[config.mk]
export PLATFORM = sky130hd
export DESIGN_NAME = e203_exu_oitf
export DESIGN_NICKNAME = d
export VERILOG_FILES = /design/src/rtl/e203_exu_oitf_pkg.sv /design/src/rtl/e203_exu_oitf_entry.sv /design/src/rtl/e203_exu_oitf.sv
export SDC_FILE = /design/constraint.sdc
export NUM_CORES = 1
export LEC_CHECK = 0
export BUFFER_PORTS_ARGS = -buffer_cell sky130_fd_sc_hd__buf_2
export CAP_MARGIN = 20
export CORE_UTILIZATION = 45
export DETAILED_ROUTE_END_ITERATION = 8
export PLACE_DENSITY = 0.71
export SLEW_MARGIN = 25
export SYNTH_ARGS = -nofsm -noshare
export SYNTH_HDL_FRONTEND = slang
export SYNTH_SLANG_ARGS = --single-unit
[constraint.sdc]
create_clock -name clk -period 3.45 [get_ports clk]
set_input_delay 0.345 -clock clk [delete_from_list [all_inputs] [get_ports clk]]
set_output_delay 0.345 -clock clk [all_outputs]
set_load 0.01 [all_outputs]
[src/rtl/e203_exu_oitf_pkg.sv]
// Shared widths and helpers for the outstanding instruction track FIFO.
// Contents:
//   E203_RFIDX_WIDTH  register index width
//   E203_PC_SIZE      program counter width
//   E203_OITF_DEPTH   default number of outstanding long-pipe entries
//   E203_ITAG_WIDTH   entry tag width, log2 of the depth
//   rd_hit()          dependency test of one entry against one operand
package e203_exu_oitf_pkg;

  localparam int E203_RFIDX_WIDTH = 5;
  localparam int E203_PC_SIZE     = 32;
  localparam int E203_OITF_DEPTH  = 2;
  localparam int E203_ITAG_WIDTH  = $clog2(E203_OITF_DEPTH);

  // x0 is deliberately not masked; the dispatcher filters it.
  function automatic logic rd_hit(
    input logic                        ent_valid,
    input logic                        ent_rdwen,
    input logic                        ent_rdfpu,
    input logic [E203_RFIDX_WIDTH-1:0] ent_rdidx,
    input logic                        op_en,
    input logic                        op_fpu,
    input logic [E203_RFIDX_WIDTH-1:0] op_idx
  );
    return ent_valid & ent_rdwen & op_en & (ent_rdidx == op_idx) & (ent_rdfpu == op_fpu);
  endfunction

endpackage

[src/rtl/e203_exu_oitf_entry.sv]
// One OITF slot: valid flag, destination payload and its dependency compare.
// Ports:
//   clk, rst_n            clock, async active-low reset (valid only)
//   set, clr              allocate / retire this slot
//   set_*                 payload captured on allocation
//   disp_i_*              operands of the instruction being dispatched
//   valid, rdwen, rdfpu, rdidx, pc   stored slot contents
//   match_rs1..3, match_rd           this slot's dependency hits
module e203_exu_oitf_entry
  import e203_exu_oitf_pkg::*;
(
  input  logic                        clk,
  input  logic                        rst_n,
  input  logic                        set,
  input  logic                        clr,
  input  logic                        set_rdwen,
  input  logic                        set_rdfpu,
  input  logic [E203_RFIDX_WIDTH-1:0] set_rdidx,
  input  logic [E203_PC_SIZE-1:0]     set_pc,
  input  logic                        disp_i_rs1en,
  input  logic                        disp_i_rs2en,
  input  logic                        disp_i_rs3en,
  input  logic                        disp_i_rdwen,
  input  logic                        disp_i_rs1fpu,
  input  logic                        disp_i_rs2fpu,
  input  logic                        disp_i_rs3fpu,
  input  logic                        disp_i_rdfpu,
  input  logic [E203_RFIDX_WIDTH-1:0] disp_i_rs1idx,
  input  logic [E203_RFIDX_WIDTH-1:0] disp_i_rs2idx,
  input  logic [E203_RFIDX_WIDTH-1:0] disp_i_rs3idx,
  input  logic [E203_RFIDX_WIDTH-1:0] disp_i_rdidx,
  output logic                        valid,
  output logic                        rdwen,
  output logic                        rdfpu,
  output logic [E203_RFIDX_WIDTH-1:0] rdidx,
  output logic [E203_PC_SIZE-1:0]     pc,
  output logic                        match_rs1,
  output logic                        match_rs2,
  output logic                        match_rs3,
  output logic                        match_rd
);

  // set and clr never both take effect on one slot (full blocks alloc,
  // empty blocks retire), so set wins only as a safe default.
  always_ff @(posedge clk or negedge rst_n) begin
    if (!rst_n) begin
      valid <= 1'b0;
    end else if (set) begin
      valid <= 1'b1;
    end else if (clr) begin
      valid <= 1'b0;
    end
  end

  // Payload is qualified by valid, so it needs no reset.
  always_ff @(posedge clk) begin
    if (set) begin
      rdwen <= set_rdwen;
      rdfpu <= set_rdfpu;
      rdidx <= set_rdidx;
      pc    <= set_pc;
    end
  end

  assign match_rs1 = rd_hit(valid, rdwen, rdfpu, rdidx, disp_i_rs1en, disp_i_rs1fpu, disp_i_rs1idx);
  assign match_rs2 = rd_hit(valid, rdwen, rdfpu, rdidx, disp_i_rs2en, disp_i_rs2fpu, disp_i_rs2idx);
  assign match_rs3 = rd_hit(valid, rdwen, rdfpu, rdidx, disp_i_rs3en, disp_i_rs3fpu, disp_i_rs3idx);
  assign match_rd  = rd_hit(valid, rdwen, rdfpu, rdidx, disp_i_rdwen, disp_i_rdfpu, disp_i_rdidx);

endmodule

[src/rtl/e203_exu_oitf.sv]
// Outstanding Instruction Track FIFO: tracks long-pipe instructions in flight
// and flags RAW/WAW hazards for the instruction being dispatched.
// Ports:
//   clk, rst_n                    clock, async active-low reset
//   dis_ena / dis_ready / dis_ptr allocate, not-full, tag of next allocation
//   ret_ena / ret_ptr             retire oldest, tag of oldest
//   ret_rdidx/rdwen/rdfpu/pc      oldest entry contents (don't-care when empty)
//   disp_i_*                      dispatched instruction operands
//   oitfrd_match_disprs1..3/rd    combinational hazard hits
//   oitf_empty                    no entries outstanding
module e203_exu_oitf #(
  parameter  int E203_OITF_DEPTH = e203_exu_oitf_pkg::E203_OITF_DEPTH,
  localparam int E203_ITAG_WIDTH = $clog2(E203_OITF_DEPTH)
) (
  input  logic                                            clk,
  input  logic                                            rst_n,
  input  logic                                            dis_ena,
  output logic                                            dis_ready,
  output logic [E203_ITAG_WIDTH-1:0]                      dis_ptr,
  input  logic                                            ret_ena,
  output logic [E203_ITAG_WIDTH-1:0]                      ret_ptr,
  output logic [e203_exu_oitf_pkg::E203_RFIDX_WIDTH-1:0]  ret_rdidx,
  output logic                                            ret_rdwen,
  output logic                                            ret_rdfpu,
  output logic [e203_exu_oitf_pkg::E203_PC_SIZE-1:0]      ret_pc,
  input  logic                                            disp_i_rs1en,
  input  logic                                            disp_i_rs2en,
  input  logic                                            disp_i_rs3en,
  input  logic                                            disp_i_rdwen,
  input  logic                                            disp_i_rs1fpu,
  input  logic                                            disp_i_rs2fpu,
  input  logic                                            disp_i_rs3fpu,
  input  logic                                            disp_i_rdfpu,
  input  logic [e203_exu_oitf_pkg::E203_RFIDX_WIDTH-1:0]  disp_i_rs1idx,
  input  logic [e203_exu_oitf_pkg::E203_RFIDX_WIDTH-1:0]  disp_i_rs2idx,
  input  logic [e203_exu_oitf_pkg::E203_RFIDX_WIDTH-1:0]  disp_i_rs3idx,
  input  logic [e203_exu_oitf_pkg::E203_RFIDX_WIDTH-1:0]  disp_i_rdidx,
  input  logic [e203_exu_oitf_pkg::E203_PC_SIZE-1:0]      disp_i_pc,
  output logic                                            oitfrd_match_disprs1,
  output logic                                            oitfrd_match_disprs2,
  output logic                                            oitfrd_match_disprs3,
  output logic                                            oitfrd_match_disprd,
  output logic                                            oitf_empty
);

  localparam int RW = e203_exu_oitf_pkg::E203_RFIDX_WIDTH;
  localparam int PW = e203_exu_oitf_pkg::E203_PC_SIZE;
  localparam logic [E203_ITAG_WIDTH:0] PTR_ONE = 1;

  // MSB is the wrap flag; depth is a power of two so +1 toggles it on wrap.
  logic [E203_ITAG_WIDTH:0] alloc_ptr_r;
  logic [E203_ITAG_WIDTH:0] ret_ptr_r;
  logic                     full;
  logic                     alloc_fire;
  logic                     ret_fire;

  assign oitf_empty = (alloc_ptr_r == ret_ptr_r);
  assign full       = (alloc_ptr_r[E203_ITAG_WIDTH-1:0] == ret_ptr_r[E203_ITAG_WIDTH-1:0]) &
                      (alloc_ptr_r[E203_ITAG_WIDTH] != ret_ptr_r[E203_ITAG_WIDTH]);
  assign dis_ready  = ~full;
  assign alloc_fire = dis_ena & ~full;
  assign ret_fire   = ret_ena & ~oitf_empty;
  assign dis_ptr    = alloc_ptr_r[E203_ITAG_WIDTH-1:0];
  assign ret_ptr    = ret_ptr_r[E203_ITAG_WIDTH-1:0];

  always_ff @(posedge clk or negedge rst_n) begin
    if (!rst_n) begin
      alloc_ptr_r <= '0;
      ret_ptr_r   <= '0;
    end else begin
      if (alloc_fire) alloc_ptr_r <= alloc_ptr_r + PTR_ONE;
      if (ret_fire)   ret_ptr_r   <= ret_ptr_r + PTR_ONE;
    end
  end

  logic          e_rdwen [E203_OITF_DEPTH];
  logic          e_rdfpu [E203_OITF_DEPTH];
  logic [RW-1:0] e_rdidx [E203_OITF_DEPTH];
  logic [PW-1:0] e_pc    [E203_OITF_DEPTH];
  logic [E203_OITF_DEPTH-1:0] e_valid;
  logic [E203_OITF_DEPTH-1:0] m_rs1, m_rs2, m_rs3, m_rd;

  for (genvar i = 0; i < E203_OITF_DEPTH; i++) begin : g_entry
    e203_exu_oitf_entry u_entry (
      .clk           (clk),
      .rst_n         (rst_n),
      .set           (alloc_fire & (dis_ptr == E203_ITAG_WIDTH'(i))),
      .clr           (ret_fire & (ret_ptr == E203_ITAG_WIDTH'(i))),
      .set_rdwen     (disp_i_rdwen),
      .set_rdfpu     (disp_i_rdfpu),
      .set_rdidx     (disp_i_rdidx),
      .set_pc        (disp_i_pc),
      .disp_i_rs1en  (disp_i_rs1en),
      .disp_i_rs2en  (disp_i_rs2en),
      .disp_i_rs3en  (disp_i_rs3en),
      .disp_i_rdwen  (disp_i_rdwen),
      .disp_i_rs1fpu (disp_i_rs1fpu),
      .disp_i_rs2fpu (disp_i_rs2fpu),
      .disp_i_rs3fpu (disp_i_rs3fpu),
      .disp_i_rdfpu  (disp_i_rdfpu),
      .disp_i_rs1idx (disp_i_rs1idx),
      .disp_i_rs2idx (disp_i_rs2idx),
      .disp_i_rs3idx (disp_i_rs3idx),
      .disp_i_rdidx  (disp_i_rdidx),
      .valid         (e_valid[i]),
      .rdwen         (e_rdwen[i]),
      .rdfpu         (e_rdfpu[i]),
      .rdidx         (e_rdidx[i]),
      .pc            (e_pc[i]),
      .match_rs1     (m_rs1[i]),
      .match_rs2     (m_rs2[i]),
      .match_rs3     (m_rs3[i]),
      .match_rd      (m_rd[i])
    );
  end

  assign ret_rdwen = e_rdwen[ret_ptr];
  assign ret_rdfpu = e_rdfpu[ret_ptr];
  assign ret_rdidx = e_rdidx[ret_ptr];
  assign ret_pc    = e_pc[ret_ptr];

  assign oitfrd_match_disprs1 = |m_rs1;
  assign oitfrd_match_disprs2 = |m_rs2;
  assign oitfrd_match_disprs3 = |m_rs3;
  assign oitfrd_match_disprd  = |m_rd;

endmodule
==> results by group <==
Placement
  – I/O Buffers: 110
  – Place WS: 1.52 ns
  – DP Wirelength: 5.15 mm
  – Placed cell areas: 4410 sq um
  – GP Congestion: 0.802
  – Placed cells: 445

Timing
  – Worst slew margin: 63.0%
  – Final hold viol count: 0
  – Post-layout min period: 2.21 ns
  – Slew @ Worst Pin: 0.555 ns
  – Setup tns final: 0 ns
  – Fin worst setup slack: 1.24 ns
  – Unrepaired setup endpoints after global routing: false
  – FMAX: 0.452 GHz
  – Skew final: 0.0113 ns
  – Max Slew Vio Count: 0
  – Crit share post-route: 64.1%
  – # setup viols final: 0

Power and ir drop
  – Cell area power density: 781 nW/um^2
  – Combinational share of power: 36.4%
  – Psw: 1.23 mW
  – Leakage: 1.73 nW
  – Clock network power share: 19.1%
  – Pint: 2.38 mW
  – Worst VDD drop: 450 uV
  – Flop pwr share: 44.4%
  – Switching power share of the total: 34.0%
  – Final Power: 3.61 mW

Global route
  – GRT Total Usage: 17.2%
  – GRT Residual Overflow: 0
  – Global-route wire length before repair: 11.2 mm
  – Initial antenna violation count: 0
  – Largest net degree at the start of global routing: 45
  – Vias in the first global route: 2,342

Drt
  – Number of remaining DRC errors: 0
  – Final wirelength: 7.38 mm
  – Wirelength per Cell: 16.0 microns
  – Initial DRC count: 79
  – Via density: 5.10
  – Post-route ant nets: 0
  – Via Count: 2,358
  – TritonRoute pass-1 iters: 4

CTS
  – H-tree Lvls: 3
  – Total CTS buffers: 9
  – Clk_lat worst skew: 0.34 ns
  – TritonCTS clock tree: done
  – CTS Buffer Depth: 2
  – CTS Root Cell: clkbuf_8
  – CTS sink cnt: 84
  – Clock slew at reported path FFs: 0.09 ns

Synthesis
  – Synth Warn #: 0
  – Syn_nets: 312
  – Commonest cells post-synth: edfxtp_1 (78), mux2_2 (40), xnor2_1 (36), nand4_1 (14)
  – Synth Flop Type: edfxtp_1
  – Ys async rst share: 7.14%
  – Post-synth EDFFs: 78
  – Post-Syn Area: 3760 sq um
  – Synth area leader: edfxtp_1
  – Library cells used by synthesis: 24
  – Synth Instances: 248
  – Synth Register Bits: 84
  – Area share of the largest cell type after synthesis: 62.3%
  – Most common cell in the netlist: edfxtp_1
  – Post-Syn Area per Cell: 15.2 sq um
  – Area contributors post-synth: edfxtp_1 (62%), mux2_2 (12%), xnor2_1 (8.4%)
  – Fraction of the yosys area taken by sequential cells: 66.3%

Flow run
  – Max-cap violations: 0

Setup path
  – Slowest cell on crit path: buf_4
  – Critical path, cell by cell: buf_4 -> mux2_2 -> buf_2
  – Crit start category: flop
  – CP endpoint kind: output port
  – Worst Setup Path Type: reg2out
  – Critical Path Max Stage Delay: 0.49 ns
  – Crit Path Max Fanout: 44
  – CP Buf/Inv Count: 2
  – CP arrival: 1.87 ns
  – Cell family with most CP delay: buffers and inverters
  – Worst EP required: 3.11 ns

Finish
  – Ratio of cells with drive above 1 in the final layout: 47.8%
  – Ant. Diodes: 0
  – Area Overhead vs Synth: 22.9%
  – Fin cells: 462
  – Final instance area: 4620 sq um
  – Layout Nets: 419

Floorplanning
  – Die width: 93.4 microns
  – Initial Util: 47.7%
  – Die H: 93.4 microns
  – Core footprint: 7890 sq um
  – Row cnt: 32
  – Num ports: 111
  – DIE AREA: 8730 sq um

Status
  – Status: finished, final reports clean

Min path
  – Worst Hold Class: in2reg
-- per-stage QoR --
stage | hold slack, ns | util [%]
6_report | 0.185 | 58.6
5_1_grt | 0.166 | 58.6
4_1_cts | 0.170 | 58.6
3_5_place_dp | 0.183 | 55.9
3_3_place_gp | 0.180 | 55.9
2_1_floorplan | 0.0494 | -
-- flip-flops by register name (all words and copies together) (netlist names) --
signal,flops
g_entry.u_entry.pc,64
g_entry.u_entry.rdidx,10
g_entry.u_entry.valid,2
ret_ptr_r,2
alloc_ptr_r,2
g_entry.u_entry.rdfpu,2
g_entry.u_entry.rdwen,2
-- worst paths after layout --
kind | cells after the start | end | startpoint | slack (ns)
setup / recovery | 3 | ret_pc[15] | ret_ptr_r[0]$_DFFE_PN0P_ | 1.24
hold / removal | 1 | g_entry[1].u_entry.pc[23]$_DFFE_PP_ | disp_i_pc[23] | 0.19
setup reg to reg | 3 | g_entry[1].u_entry.rdidx[1]$_DFFE_PP_ | ret_ptr_r[1]$_DFFE_PN0P_ | 1.54
hold reg to reg | 1 | g_entry[0].u_entry.valid$_DFFE_PN0P_ | g_entry[0].u_entry.valid$_DFFE_PN0P_ | 0.56
max in group asynchronous | 2 | ret_ptr_r[0]$_DFFE_PN0P_ | rst_n | 2.93
min in group asynchronous | 2 | alloc_ptr_r[0]$_DFFE_PN0P_ | rst_n | 0.36
-- power by group through the flow --
stage / logic [mW] / clock network [mW] / registers (mW)
2_1_floorplan: 0.934 / 0 / 1.54
3_3_place_gp: 1.31 / 0 / 1.61
3_5_place_dp: 1.33 / 0 / 1.63
4_1_cts: 1.34 / 0.709 / 1.61
5_1_grt: 1.43 / 0.742 / 1.64
6_report: 1.31 / 0.690 / 1.60
-- metal layers --
layer | part of all wire (%) | GRT usage, % | vias up | wire, microns
li1 | - | - | 1125 | -
met1 | 42 | 22.0 | 1136 | 3090
met2 | 49 | 28.1 | 90 | 3610
met3 | 8.3 | 5.12 | 7 | 613
met4 | 0.87 | 5.38 | 0 | 64
met5 | 0 | 0 | - | 0
-- cells by family (layout without fill, tap and decap cells) --
family / count (synthesis) / count (layout) / share of synthesized area [%]
and+or+nand+nor: 32 / 32 / 4.59
xor gates and xnor gates: 50 / 50 / 11.8
buffers and inverters: 22 / 134 / 2.36
muxes: 40 / 40 / 12.0
AOI/OAI and AO/OA: 20 / 20 / 2.96
DFF: 84 / 84 / 66.3
-- what timing repair did --
action | 4_1_cts | 5_1_grt
resized for setup | 0 | 0
setup buffers | 0 | 0
endpoints found under the hold margin | 6 | 0
hold buffers | 1 | 0
-- cell usage in the layout (no fill, tap or decap), types with 6 or more instances in the layout --
cell type	count
buf_2	110
nand4_1	14
clkbuf_8	9
mux2_2	40
xnor2_1	36
edfxtp_1	78
nor2_1	8
o21ai_0	6
xor2_1	13
-- area by class of cell --
cell class              count  area, sq um
flip-flops and latches     84         2490
well taps                 102          128
repair buffers            114          583
clock inverters             6         71.3
clock buffers              10          128
multi-input cells         142         1200
inverters                   4         15.0
fillers                   640         3270
Note: power is estimated with default switching activity, not from simulation.
